<file path="src/rtl/plic_pkg.sv">
// Shared defaults, ID width helper and claim FSM encoding for the PLIC claim arbiter.
package plic_pkg;

    localparam int NSRC_DEFAULT   = 8;
    localparam int PRIO_W_DEFAULT = 3;
    localparam int NO_IRQ         = 0;

    // ID 0 is reserved for "none", so IDs span 0..n.
    function automatic int id_width(input int n);
        return $clog2(n + 1);
    endfunction

    typedef enum logic [1:0] {
        StIdle,
        StClaim,
        StResp
    } state_t;

endpackage

</file>
<file path="src/rtl/plic_prio_select.sv">
// Combinational max-priority search over eligible sources; ties resolve to the lowest ID.
module plic_prio_select
    import plic_pkg::*;
#(
    parameter int NSRC   = NSRC_DEFAULT,
    parameter int PRIO_W = PRIO_W_DEFAULT,
    localparam int ID_W  = id_width(NSRC)
) (
    input  logic [NSRC-1:0]        eligible,
    input  logic [NSRC*PRIO_W-1:0] prio,
    output logic [ID_W-1:0]        id,
    output logic                   valid
);

    logic [PRIO_W-1:0] best_prio;

    // Strict greater-than keeps the earlier (lower) ID on equal priority.
    always_comb begin
        best_prio = '0;
        id        = ID_W'(NO_IRQ);
        valid     = 1'b0;
        for (int i = 0; i < NSRC; i++) begin
            if (eligible[i] && (!valid || (prio[i*PRIO_W +: PRIO_W] > best_prio))) begin
                best_prio = prio[i*PRIO_W +: PRIO_W];
                id        = ID_W'(i + 1);
                valid     = 1'b1;
            end
        end
    end

endmodule

</file>
<file path="src/rtl/plic_claim_arbiter.sv">
// Level-triggered interrupt gateway, registered arbitration and claim/complete sequencing
// for a single PLIC hart target.
module plic_claim_arbiter
    import plic_pkg::*;
#(
    parameter int NSRC   = NSRC_DEFAULT,
    parameter int PRIO_W = PRIO_W_DEFAULT,
    localparam int ID_W  = id_width(NSRC)
) (
    input  logic                   CLK100MHZ,
    input  logic                   CPU_RESETN,
    input  logic [NSRC-1:0]        src_irq,
    input  logic [NSRC-1:0]        src_en,
    input  logic [NSRC*PRIO_W-1:0] src_prio,
    input  logic [PRIO_W-1:0]      threshold,
    input  logic                   claim_req,
    output logic                   claim_ack,
    output logic [ID_W-1:0]        claim_id,
    input  logic                   complete_req,
    input  logic [ID_W-1:0]        complete_id,
    output logic                   eip,
    output logic                   busy
);

    state_t          state;
    logic [NSRC-1:0] pending;
    logic [NSRC-1:0] in_flight;
    logic [NSRC-1:0] in_flight_cmp;
    logic [NSRC-1:0] eligible;
    logic [NSRC-1:0] cmp_mask;
    logic [NSRC-1:0] claim_mask;
    logic [ID_W-1:0] sel_id;
    logic [ID_W-1:0] best_id;
    logic            sel_valid;
    logic            best_valid;

    // Out-of-range complete IDs match no bit, so they fall out naturally.
    always_comb begin
        eligible   = '0;
        cmp_mask   = '0;
        claim_mask = '0;
        for (int i = 0; i < NSRC; i++) begin
            eligible[i]   = pending[i] & src_en[i] & (src_prio[i*PRIO_W +: PRIO_W] > threshold);
            cmp_mask[i]   = complete_req & in_flight[i] & (complete_id == ID_W'(i + 1));
            claim_mask[i] = (state == StClaim) & best_valid & (best_id == ID_W'(i + 1));
        end
    end

    // Gateway sees the post-complete in_flight so a held source re-pends the next cycle.
    assign in_flight_cmp = in_flight & ~cmp_mask;

    plic_prio_select #(
        .NSRC   (NSRC),
        .PRIO_W (PRIO_W)
    ) u_prio_select (
        .eligible (eligible),
        .prio     (src_prio),
        .id       (sel_id),
        .valid    (sel_valid)
    );

    always_ff @(posedge CLK100MHZ or negedge CPU_RESETN) begin
        if (!CPU_RESETN) begin
            pending    <= '0;
            in_flight  <= '0;
            best_id    <= ID_W'(NO_IRQ);
            best_valid <= 1'b0;
        end else begin
            pending    <= (pending | (src_irq & ~in_flight_cmp)) & ~claim_mask;
            in_flight  <= in_flight_cmp | claim_mask;
            best_id    <= sel_id;
            best_valid <= sel_valid;
        end
    end

    always_ff @(posedge CLK100MHZ or negedge CPU_RESETN) begin
        if (!CPU_RESETN) begin
            state     <= StIdle;
            claim_ack <= 1'b0;
            claim_id  <= ID_W'(NO_IRQ);
        end else begin
            claim_ack <= 1'b0;
            unique case (state)
                StIdle: begin
                    if (claim_req) state <= StClaim;
                end
                StClaim: begin
                    claim_id  <= best_valid ? best_id : ID_W'(NO_IRQ);
                    claim_ack <= 1'b1;
                    state     <= StResp;
                end
                StResp: begin
                    state <= StIdle;
                end
                default: begin
                    state <= StIdle;
                end
            endcase
        end
    end

    assign eip  = best_valid;
    assign busy = (state != StIdle);

endmodule

</file>
<file path="config.mk">
export PLATFORM = sky130hd
export DESIGN_NAME = plic_claim_arbiter
export DESIGN_NICKNAME = d
export VERILOG_FILES = /design/src/rtl/plic_pkg.sv /design/src/rtl/plic_prio_select.sv /design/src/rtl/plic_claim_arbiter.sv
export SDC_FILE = /design/constraint.sdc
export NUM_CORES = 1
export LEC_CHECK = 0
export BUFFER_PORTS_ARGS = -buffer_cell sky130_fd_sc_hd__buf_2
export CORE_AREA = 5 5 69 86
export DETAILED_ROUTE_END_ITERATION = 10
export DIE_AREA = 0 0 74 91
export PLACE_DENSITY_LB_ADDON = 0.1
export SYNTH_ARGS = -nofsm -noshare
export SYNTH_HDL_FRONTEND = slang
export SYNTH_SLANG_ARGS = --single-unit
</file>
<file path="constraint.sdc">
create_clock -name CLK100MHZ -period 13.1 [get_ports CLK100MHZ]
set_input_delay 1.965 -clock CLK100MHZ [delete_from_list [all_inputs] [get_ports CLK100MHZ]]
set_output_delay 1.965 -clock CLK100MHZ [all_outputs]
set_load 0.01 [all_outputs]
</file>
==> impl_metrics.toml <==
[setup_path]
cp.arrival_ns = 12.47
cp.required_ns = 13.29
r2r_start = "pending[0]"
critPathKind = "input port to flip-flop"
crit_top_cell = "ha_1"
timing.rr.end = "best_id[0]"
rrSetupSlack_ns = 2.90
crit_family = "compound AO/OA/AOI/OAI gates"
r2r.worst_path.cells = 51
crit_path_max_incr_delay_ns = 0.40
critPathMaxFanout = 12
critPathSlowestCell = "a221oi_1"
critPathBufInv = 3
cp-end-kind = "flip-flop"
cp-start-kind = "input port"

[flow_run]
cap_violations = 0

[placement]
dp.cells = 420
gp_congestion = 0.866
port_buffers = 57
hpwl_um = 5410
dp_slack_ns = 0.490

[cells_and_area]
drive_gt1_frac = 0.227
nNetsFinal = 459
syn_to_final_growth_pct = 16.8
fin_cells = 424
diodes = 0

[floorplan]
die-area_um2 = 6730
placementRows = 29
coreArea_um2 = 5040
start_util = 0.527
pin_count = 58
die_w_um = 74
fp.dieH_um = 91

[timing]
maxSlewViolCount = 0
setup_tns_ns = 0
timing.final.ws_setup_ns = 0.822
period_share = 0.937
tightest_slew_ns = 0.619
rsz0062_at_grt = "false"
hold_slack_ns = 0.465
relSlewSlack = 0.585
hold_viol_final = 0
skew_ns = 0.00521
fmax_ghz = 0.0814
final-setup-viol-count = 0
post-route-min-period_ns = 12.28

[pwr]
power_per_cell_area_nw_per_um2 = 141
vdd_drop_max_v = 0.0000614
leakage_nw = 1.53

[route]
via_per_inst = 5.78
antenna_left = 0
drtIter0Drc = 111
detail_route.wirelength_um = 6580
wl_per_cell_um = 15.5
drt_first_pass_iters = 4
drc = 0
vias = 2452

[yosys]
synth.net_count = 396
synth_fa_ha_area_frac = 0.212
synthMuxAreaShare = 0
synth_cell_types = 50
synth.avg_cell_area_um2 = 8.86
synth_seq_cells = 28
synth_edf_count = 0
synth-seq-area-share = 0.264
synthSimpleGateAreaFrac = 0.229
netlist_area_um2 = 2660
async_flop_share = 1.00
synth_top_family_by_area = "compound AO/OA/AOI/OAI gates"
ys_warn_count = 0
synth_compound_area_frac = 0.267
synth_xor_area_frac = 0
synth-main-ff-cell = "dfrtp_1"
synthCells = 300

[global_route]
antenna_found_initial = 0
globalRouteTotalUtil = 0.203
grt_pass1_vias = 2421
grt_pass1_wl_um = 11000
grt_remaining_overflow = 0
grt_start_max_net_pins = 29

[clocking]
clkLatencyLatePin_ns = 0.28
cts.htree.levels = 1
clockRootBuffer = "clkbuf_8"
cts_hold_buf = 0
cts_setup_buffers = 0
cts-buffers-inserted = 3
cts_tree = "built"
clock_sinks = 28
cts_resized = 0
clk_pin_slew_worst_paths_ns = 0.09
clk_path_buf_depth = 2

[min_path]
whs_path_depth = 2
min_path_type = "flip-flop to flip-flop"
hold_end = "claim_id[2]"
holdCritStartpoint = "claim_id[2]"

[outcome]
status = "complete, no violations"
==> flip-flops by register name, indices dropped and copies added, names as in the netlist <==
register,cells
in_flight,8
state,2
best_id,4
claim_id,4
pending,8
claim_ack,1
eip,1
==> metrics by stage <==
stage                     instance area (um^2)  power [mW]   util
after floorplan                           2660       0.305      -
after global placement                    3030       0.362  0.601
after detailed placement                  3030       0.368  0.601
after CTS                                 3100       0.438  0.615
after global routing                      3100       0.476  0.615
final                                     3100       0.437  0.615
==> worst max path at each step <==
| stage | startpoint | to | depth (start not counted) |
|---|---|---|---|
| 6_report | threshold[1] | best_id[0] | 56 |
| 5_1_grt | threshold[1] | best_id[0] | 56 |
| 4_1_cts | threshold[1] | best_id[0] | 56 |
| 3_5_place_dp | threshold[1] | best_id[0] | 56 |
| 3_3_place_gp | threshold[1] | best_id[0] | 56 |
| 2_1_floorplan | threshold[1] | best_id[0] | 55 |
==> cell usage after synthesis (4+ instances only) <==
master     count  area share
a22o_1         5       0.016
a21oi_1        6       0.011
nor3_1         4      0.0075
nand2b_1       4      0.0094
nor2b_1       10       0.024
dfrtp_1       28        0.26
ha_1          45        0.21
o21ai_0       16       0.030
nand3_1       28       0.053
nor2_1        12       0.017
o2111ai_1      4       0.013
nand2_1       42       0.059
a22oi_1        5       0.014
inv_1         19       0.027
a21o_1         5       0.014
a31oi_1        7       0.016
o21a_1        10       0.028
==> cells in the final DEF, fill, tap and decap left out, types with 3 or more instances in the layout <==
cell / n
buf_2: 57
o211ai_1: 3
a21oi_1: 6
nand3_1: 28
a31oi_1: 7
inv_1: 19
and2_1: 3
nand2b_1: 4
clkbuf_8: 3
a21o_1: 5
a22oi_1: 5
a22o_1: 5
o2111ai_1: 4
o21a_1: 10
nor3b_1: 3
o31ai_1: 3
nor3_1: 4
nor2b_1: 10
o21ai_0: 16
nand2_1: 41
nor2_1: 12
dfrtp_1: 28
ha_1: 45
==> area by class of cell <==
cell class                 count  area (um^2)
clock buffer                   3         41.3
clock inverter                 1         30.0
fill                         480         1940
inverter                      19         71.3
multi-input combinational    252         1880
sequential                    28          701
tap                           62         77.6
timing repair buffer          59          300
==> cells by family (layout without fill, tap and decap cells) <==
logic type,after synthesis,after routing
buffers and inverters,20,82
flip-flops,28,28
AND/OR/NAND/NOR,119,119
AO/OA/AOI/OAI,88,88
adder cells (fa/ha/maj),45,45
==> where the power goes <==
part | total [mW] | switching (mW) | internal (mW)
registers | 0.140 | 0.0211 | 0.119
clock network | 0.0682 | 0.0272 | 0.0410
logic | 0.228 | 0.127 | 0.102
==> layer usage <==
layer / global-route usage / share of wire / up-vias
li1: - / - / 1255
met1: 0.271 / 0.45 / 1144
met2: 0.350 / 0.50 / 48
met3: 0.0144 / 0.041 / 5
met4: 0.0498 / 0.011 / 0
met5: 0 / 0 / -
==> worst register-to-register path, delay by kind of cell, from the launching register on <==
family	cells	cell delay (ns)
AO/OA/AOI/OAI	34	5.94
adder cells (fa/ha/maj)	7	1.91
flip-flops	1	0.42
AND/OR/NAND/NOR	10	1.83
Power figures use the tool's default switching activity.
